[src/rtl/lane_drain_pkg.sv]
// Shared types and derived widths for the shortint lane drain block.
package lane_drain_pkg;

    typedef enum logic [1:0] {
        IDLE  = 2'd0,
        DRAIN = 2'd1,
        DONE  = 2'd2
    } state_t;

    // One lane of the source array, as produced by the generator stage.
    typedef shortint lane_t;

    localparam int N_LANES_DEF = 4;
    localparam int W_DEF       = 16;

    // Lane index runs 1..N_LANES, so one extra bit beyond log2 is needed.
    localparam int IDX_W = $clog2(N_LANES_DEF) + 1;
    // Summing N_LANES signed lanes grows by log2(N_LANES) bits, never overflowing.
    localparam int SUM_W = W_DEF + $clog2(N_LANES_DEF);

endpackage

[src/rtl/shortint_lane_drain_if.sv]
// Load/stream/status bundle between the lane drain and its neighbours.
interface shortint_lane_drain_if #(
    parameter int N_LANES = 4,
    parameter int W       = 16
);
    localparam int IDX_BITS = $clog2(N_LANES) + 1;
    localparam int SUM_BITS = W + $clog2(N_LANES);

    logic                       load;
    shortint                    lanes_in [1:N_LANES];
    logic                       busy;
    logic                       out_valid;
    logic                       out_ready;
    logic signed [W-1:0]        out_data;
    logic [IDX_BITS-1:0]        out_idx;
    logic                       out_last;
    logic signed [SUM_BITS-1:0] sum_out;
    logic                       sum_valid;
    logic                       err_overrun;

    // Drain side: takes the load, drives the lane stream and the sum.
    modport master (
        input  load, lanes_in, out_ready,
        output busy, out_valid, out_data, out_idx, out_last,
               sum_out, sum_valid, err_overrun
    );

    // Producer/consumer side.
    modport slave (
        output load, lanes_in, out_ready,
        input  busy, out_valid, out_data, out_idx, out_last,
               sum_out, sum_valid, err_overrun
    );

endinterface

[src/rtl/lane_sum_acc.sv]
// Signed running-sum accumulator with clear and add-enable.
module lane_sum_acc #(
    parameter int W     = 16,
    parameter int SUM_W = 18
) (
    input  logic                    clk,
    input  logic                    rst_n,
    input  logic                    clr,
    input  logic                    add,
    input  logic signed [W-1:0]     lane,
    output logic signed [SUM_W-1:0] sum_next
);

    logic signed [SUM_W-1:0] acc_r;
    logic signed [SUM_W-1:0] lane_ext_s;
    logic signed [SUM_W-1:0] acc_nxt_s;

    // Sign-extend the lane and form the total that would include it.
    always_comb begin
        lane_ext_s = {{(SUM_W-W){lane[W-1]}}, lane};
        sum_next   = acc_r + lane_ext_s;
        if (clr) begin
            acc_nxt_s = '0;
        end else if (add) begin
            acc_nxt_s = sum_next;
        end else begin
            acc_nxt_s = acc_r;
        end
    end

    // Accumulator register.
    always_ff @(posedge clk or negedge rst_n) begin
        if (!rst_n) begin
            acc_r <= '0;
        end else begin
            acc_r <= acc_nxt_s;
        end
    end

endmodule

[src/rtl/shortint_lane_drain.sv]
// Captures a shortint lane array on load and drains it one lane per cycle,
// lowest index first, then pulses the signed sum of all lanes.
module shortint_lane_drain
    import lane_drain_pkg::*;
#(
    parameter int N_LANES = 4,
    parameter int W       = 16
) (
    input  logic                  clk,
    input  logic                  rst_n,
    shortint_lane_drain_if.master bus
);

    localparam int IDX_BITS = $clog2(N_LANES) + 1;
    localparam int SUM_BITS = W + $clog2(N_LANES);
    localparam logic [IDX_BITS-1:0] IDX_FIRST = IDX_BITS'(1);
    localparam logic [IDX_BITS-1:0] IDX_LAST  = IDX_BITS'(N_LANES);

    state_t                     state_r;
    logic signed [W-1:0]        hold_r [1:N_LANES];
    logic                       busy_r;
    logic                       out_valid_r;
    logic signed [W-1:0]        out_data_r;
    logic [IDX_BITS-1:0]        out_idx_r;
    logic                       out_last_r;
    logic signed [SUM_BITS-1:0] sum_out_r;
    logic                       sum_valid_r;
    logic                       err_overrun_r;

    logic                       start_s;
    logic                       beat_s;
    logic [IDX_BITS-1:0]        idx_nxt_s;
    logic signed [SUM_BITS-1:0] sum_next_s;

    // A load is taken in IDLE or DONE; a beat is a handshake while draining.
    // out_valid is high for the whole of DRAIN, so the beat is just out_ready there.
    always_comb begin
        start_s   = 1'b0;
        beat_s    = 1'b0;
        idx_nxt_s = out_idx_r + IDX_FIRST;
        if ((state_r == IDLE) || (state_r == DONE)) begin
            start_s = bus.load;
        end else begin
            start_s = 1'b0;
        end
        if (state_r == DRAIN) begin
            beat_s = bus.out_ready;
        end else begin
            beat_s = 1'b0;
        end
    end

    lane_sum_acc #(
        .W     (W),
        .SUM_W (SUM_BITS)
    ) u_acc (
        .clk      (clk),
        .rst_n    (rst_n),
        .clr      (start_s),
        .add      (beat_s),
        .lane     (out_data_r),
        .sum_next (sum_next_s)
    );

    // Control FSM with registered stream, sum and status outputs.
    always_ff @(posedge clk or negedge rst_n) begin
        if (!rst_n) begin
            state_r       <= IDLE;
            for (int i = 1; i <= N_LANES; i++) begin
                hold_r[i] <= '0;
            end
            busy_r        <= 1'b0;
            out_valid_r   <= 1'b0;
            out_data_r    <= '0;
            out_idx_r     <= IDX_FIRST;
            out_last_r    <= 1'b0;
            sum_out_r     <= '0;
            sum_valid_r   <= 1'b0;
            err_overrun_r <= 1'b0;
        end else begin
            sum_valid_r <= 1'b0;
            if (start_s) begin
                for (int i = 1; i <= N_LANES; i++) begin
                    hold_r[i] <= W'(bus.lanes_in[i]);
                end
                out_data_r    <= W'(bus.lanes_in[1]);
                out_idx_r     <= IDX_FIRST;
                out_last_r    <= (N_LANES == 1);
                out_valid_r   <= 1'b1;
                busy_r        <= 1'b1;
                err_overrun_r <= 1'b0;
                state_r       <= DRAIN;
            end else begin
                case (state_r)
                    IDLE: begin
                        busy_r <= 1'b0;
                    end
                    DRAIN: begin
                        // A load here would clobber lanes still being drained.
                        if (bus.load) begin
                            err_overrun_r <= 1'b1;
                        end
                        if (beat_s) begin
                            if (out_idx_r == IDX_LAST) begin
                                out_valid_r <= 1'b0;
                                out_last_r  <= 1'b0;
                                sum_out_r   <= sum_next_s;
                                sum_valid_r <= 1'b1;
                                state_r     <= DONE;
                            end else begin
                                out_idx_r  <= idx_nxt_s;
                                out_data_r <= hold_r[idx_nxt_s];
                                out_last_r <= (idx_nxt_s == IDX_LAST);
                            end
                        end
                    end
                    DONE: begin
                        busy_r  <= 1'b0;
                        state_r <= IDLE;
                    end
                    default: begin
                        busy_r      <= 1'b0;
                        out_valid_r <= 1'b0;
                        out_last_r  <= 1'b0;
                        state_r     <= IDLE;
                    end
                endcase
            end
        end
    end

    assign bus.busy        = busy_r;
    assign bus.out_valid   = out_valid_r;
    assign bus.out_data    = out_data_r;
    assign bus.out_idx     = out_idx_r;
    assign bus.out_last    = out_last_r;
    assign bus.sum_out     = sum_out_r;
    assign bus.sum_valid   = sum_valid_r;
    assign bus.err_overrun = err_overrun_r;

endmodule
[src/flat_wrapper.sv]
// flat-port wrapper written by rule: the top's interface ports become plain ports
module shortint_lane_drain_flat import lane_drain_pkg::*;
#(
    parameter int N_LANES = 4,
    parameter int W       = 16
)
  (clk, rst_n, bus_load, bus_lanes_in, bus_out_ready, bus_busy, bus_out_valid, bus_out_data, bus_out_idx, bus_out_last, bus_sum_out, bus_sum_valid, bus_err_overrun);
  shortint_lane_drain_if #(.N_LANES(N_LANES), .W(W)) bus_i ();
  input  logic clk;
  input  logic rst_n;
  input wire logic [$bits(bus_i.load)-1:0] bus_load;
  input wire logic [$bits(bus_i.lanes_in)-1:0] bus_lanes_in;
  input wire logic [$bits(bus_i.out_ready)-1:0] bus_out_ready;
  output wire logic [$bits(bus_i.busy)-1:0] bus_busy;
  output wire logic [$bits(bus_i.out_valid)-1:0] bus_out_valid;
  output wire logic [$bits(bus_i.out_data)-1:0] bus_out_data;
  output wire logic [$bits(bus_i.out_idx)-1:0] bus_out_idx;
  output wire logic [$bits(bus_i.out_last)-1:0] bus_out_last;
  output wire logic [$bits(bus_i.sum_out)-1:0] bus_sum_out;
  output wire logic [$bits(bus_i.sum_valid)-1:0] bus_sum_valid;
  output wire logic [$bits(bus_i.err_overrun)-1:0] bus_err_overrun;
  assign bus_i.load = bus_load;
  assign bus_i.lanes_in = {>>{bus_lanes_in}};
  assign bus_i.out_ready = bus_out_ready;
  assign bus_busy = bus_i.busy;
  assign bus_out_valid = bus_i.out_valid;
  assign bus_out_data = bus_i.out_data;
  assign bus_out_idx = bus_i.out_idx;
  assign bus_out_last = bus_i.out_last;
  assign bus_sum_out = bus_i.sum_out;
  assign bus_sum_valid = bus_i.sum_valid;
  assign bus_err_overrun = bus_i.err_overrun;
  shortint_lane_drain #(.N_LANES(N_LANES), .W(W)) u_core (.clk(clk), .rst_n(rst_n), .bus(bus_i));
endmodule
[config.mk]
export PLATFORM = sky130hd
export DESIGN_NAME = shortint_lane_drain_flat
export DESIGN_NICKNAME = d
export VERILOG_FILES = /design/src/rtl/lane_drain_pkg.sv /design/src/rtl/shortint_lane_drain_if.sv /design/src/rtl/lane_sum_acc.sv /design/src/rtl/shortint_lane_drain.sv /design/src/flat_wrapper.sv
export SDC_FILE = /design/constraint.sdc
export NUM_CORES = 1
export LEC_CHECK = 0
export CORE_MARGIN = 2
export CORE_UTILIZATION = 57
export CTS_CLUSTER_DIAMETER = 60
export DETAILED_ROUTE_END_ITERATION = 10
export GPL_ROUTABILITY_DRIVEN = 0
export GPL_TIMING_DRIVEN = 1
export PLACE_DENSITY = 0.94
export SLEW_MARGIN = 5
export SYNTH_ARGS = -nofsm -noshare
export SYNTH_HDL_FRONTEND = slang
export SYNTH_HIERARCHICAL = 1
export SYNTH_SLANG_ARGS = --single-unit
[constraint.sdc]
create_clock -name clk -period 7.22 [get_ports clk]
set_input_delay 1.805 -clock clk [delete_from_list [all_inputs] [get_ports clk]]
set_output_delay 1.805 -clock clk [all_outputs]
set_load 0.005 [all_outputs]
==> summary.md <==
| Metric | Value |
|---|---|
| FILL cells | `743` |
| Place WS | `3.00 ns` |
| TritonCTS Buffers | `17` |
| Reg2reg start | `u_core/bus.out_idx[0]` |
| Die width | `110 um` |
| Die height | `110 um` |
| CTS resizes | `0` |
| Die area | `0.0120 mm^2` |
| Worst-Skew Late Latency | `0.54 ns` |
| Status | `complete, no violations` |
| Fraction of layout cells with a size suffix above 1 | `10.5%` |
| DR pass1 iterations | `6` |
| Worst-margin pin slew | `1.18 ns` |
| IO Pins | `110` |
| Vias in the first global route | `5675` |
| Num rows | `38` |
| Fin crit period | `3.84 ns` |
| Initial core utilization | `58.5%` |
| WHS Endpoint | `u_core/hold_r[29]` |
| Crit start category | `flip-flop` |
| Setup bufs post-CTS | `0` |
| Yosys top cell by area | `dfrtp_1` |
| Fin nets | `855` |
| Total Wirelength | `17200 um` |
| Synthesized cell area | `0.00634 mm^2` |
| Remaining global-route overflow | `0` |
| Synth cell types | `59` |
| Slowest cell on crit path | `dfstp_2` |
| Worst Path Arrival | `2.03 ns` |
| Post-Route Utilization | `74.0%` |
| Clk root buf | `clkbuf_8` |
| Final ANT Viol Nets | `0` |
| Crit path max-delay family | `flip-flops` |
| PD cells | `504 mW/mm^2` |
| Post-DP HPWL | `11100 um` |
| Area Overhead vs Synth | `26.4%` |
| Max_slew headroom | `20.5%` |
| Hold Path Depth | `2` |
| Worst path bufs/invs | `1` |
| Fin Hold WS | `0.471 ns` |
| Worst reg-to-reg path cell count | `5` |
| Min-delay worst type | `flip-flop to flip-flop` |
| Synth Net Count | `761` |
| Dominant synthesized flop cell | `dfrtp_1` |
| Starting DRC count in detailed routing | `604` |
| CP required | `5.41 ns` |
| Peak supply drop | `0.203 mV` |
| Maxcap violations | `0` |
| Setup tns final | `0 ns` |
| CTS max path bufs | `2` |
| Vias | `5509` |
| Wire per inst | `18.7 um` |
| Crit path kind | `flip-flop to primary output` |
| Yosys top cell area share | `49.3%` |
| Yosys reg bits | `126` |
| CTS H-tree depth | `4` |
| Placed cell count | `887` |
| Worst reg2reg path endpoint | `u_core/bus.out_data[10]` |
| Crit path max fanout | `24` |
| Antenna violations before repair | `0` |
| Final worst slack | `3.38 ns` |
| Seq/Total Area, Yosys | `49.7%` |
| Fmax | `260 MHz` |
| Leak | `0.00382 uW` |
| Multi-input logic area | `0.00299 mm^2` |
| Setup repair after global routing missed its margin | `false` |
| Crit path cell chain | `clkdlybuf4s50_1` |
| Number of port buffers | `109` |
| Final Non-Filler Cells | `919` |
| Fin. max-slew vios | `0` |
| TritonCTS clock tree | `done` |
| Tot GR Track Use | `30.3%` |
| Reg clk slew, reported paths | `0.06 ns` |
| DRC | `0` |
| Final hold vios | `0` |
| Core Box Area | `0.0108 mm^2` |
| Top post-synthesis cells by area | `dfrtp_1, nand2_1, mux2_2` |
| Largest stage delay on the critical path | `0.89 ns` |
| Async S/R FF share, synth | `100%` |
| Count of final setup violators | `0` |
| # hold bufs at CTS | `0` |
| Clock Skew | `0.00788 ns` |
| DR vias/cell | `5.99` |
| Antenna fix cells | `0` |
| FF/Latch Area | `0.00315 mm^2` |
| Global-route wire length before repair | `27500 um` |
| Pin count of the biggest net entering global routing | `84` |
| Syn Inst Count | `672` |
| Clock sinks | `126` |
| Fin crit share | `53.2%` |
| Nature of the critical path endpoint | `primary output` |
| Reg2Reg Setup Slack | `3.95 ns` |
| Hold path start | `u_core/hold_r[29]` |
| Number of synthesized flops with an enable pin | `0` |
| Syn_area_per_cell | `9.44 um^2` |
| Ys Warns | `6` |
[final cells by class]
type | instances | area share (%)
inverter | 8 | 0.375
multi-input combinational | 501 | 37.3
clock buffer | 25 | 5.91
tap | 140 | 2.18
clock inverter | 7 | 1.06
sequential | 126 | 39.3
timing repair buffer | 112 | 13.9
[power by group]
group	leakage [uW]	switching, uW	total, uW	internal, uW
Combinational	0.00198	1040	1920	882
Clock	0.000280	300	816	516
Sequential	0.00156	267	1310	1040
[how the worst max path moves through the flow]
stage	start	end	cells after the start
after CTS	u_core/bus.out_idx[0]	bus_out_idx[0]	1
final	u_core/bus.out_idx[0]	bus_out_idx[0]	1
after global placement	bus_load	u_core/bus.out_data[12]	6
after global routing	u_core/bus.out_idx[0]	bus_out_idx[0]	1
after floorplan	bus_load	u_core/u_acc/acc_r[9]	7
after detailed placement	bus_load	u_core/bus.out_data[10]	6
[metal layers]
layer  wire length [um]  GRT usage (%)  vias up  share of wire (%)
li1                   -              -     2473                  -
met2               8780           51.9      319                 51
met5                  0              0        -                  0
met3               1390           7.59       61                8.1
met4                561           14.0        0                3.3
met1               6470           35.7     2656                 38
[placed cells by master, fill, tap and decap left out, types with 9 or more instances in the layout]
| master | synthesis | routed |
|---|---|---|
| a21oi_1 | 25 | 25 |
| nand2_1 | 228 | 228 |
| mux2_2 | 35 | 35 |
| clkbuf_16 | 0 | 16 |
| dfrtp_1 | 125 | 125 |
| o21ai_0 | 20 | 20 |
| ha_1 | 20 | 20 |
| a22oi_1 | 9 | 9 |
| mux2i_1 | 9 | 9 |
| nor2_1 | 31 | 31 |
| xnor2_1 | 10 | 10 |
| a22o_1 | 16 | 16 |
| clkdlybuf4s50_1 | 0 | 108 |
[synthesized netlist by cell type (5+ instances only)]
cell type	n
a21o_1	8
a21oi_1	25
a22o_1	16
a22oi_1	9
a31oi_1	5
buf_2	9
clkbuf_1	21
dfrtp_1	125
ha_1	20
inv_1	7
mux2_2	35
mux2i_1	9
nand2_1	228
nand2b_1	6
nand3_1	8
nor2_1	31
nor2b_1	8
o21ai_0	20
xnor2_1	10
xor2_1	7
[cell families after synthesis]
| logic type | after synthesis | share of synthesized area (%) |
|---|---|---|
| and+or+nand+nor | 309 | 20.6 |
| DFF | 126 | 49.7 |
| AOI/OAI and AO/OA | 110 | 12.2 |
| buffers and inverters | 45 | 3.23 |
| muxes | 44 | 7.63 |
| adders and majority gates | 21 | 4.26 |
| xor gates and xnor gates | 17 | 2.35 |
[registers in the layout, indices dropped and copies added, names as in the netlist]
register / flops
u_core/bus.out_idx: 3
u_core/bus.sum_out: 18
u_core/bus.out_data: 16
u_core/u_acc/acc_r: 18
u_core/hold_r: 64
u_core/bus.sum_valid: 1
u_core/state_r: 2
u_core/bus.err_overrun: 1
u_core/bus.out_valid: 1
u_core/bus.out_last: 1
u_core/bus.busy: 1
[stage by stage]
stage / power [uW] / area [um^2]
finish: 4040 / 8020
global route: 4280 / 8020
CTS: 4010 / 8020
detailed placement: 3130 / 7460
global placement: 3010 / 7460
floorplan: 2510 / 6340
No activity file was read; power rests on OpenSTA's default activity.
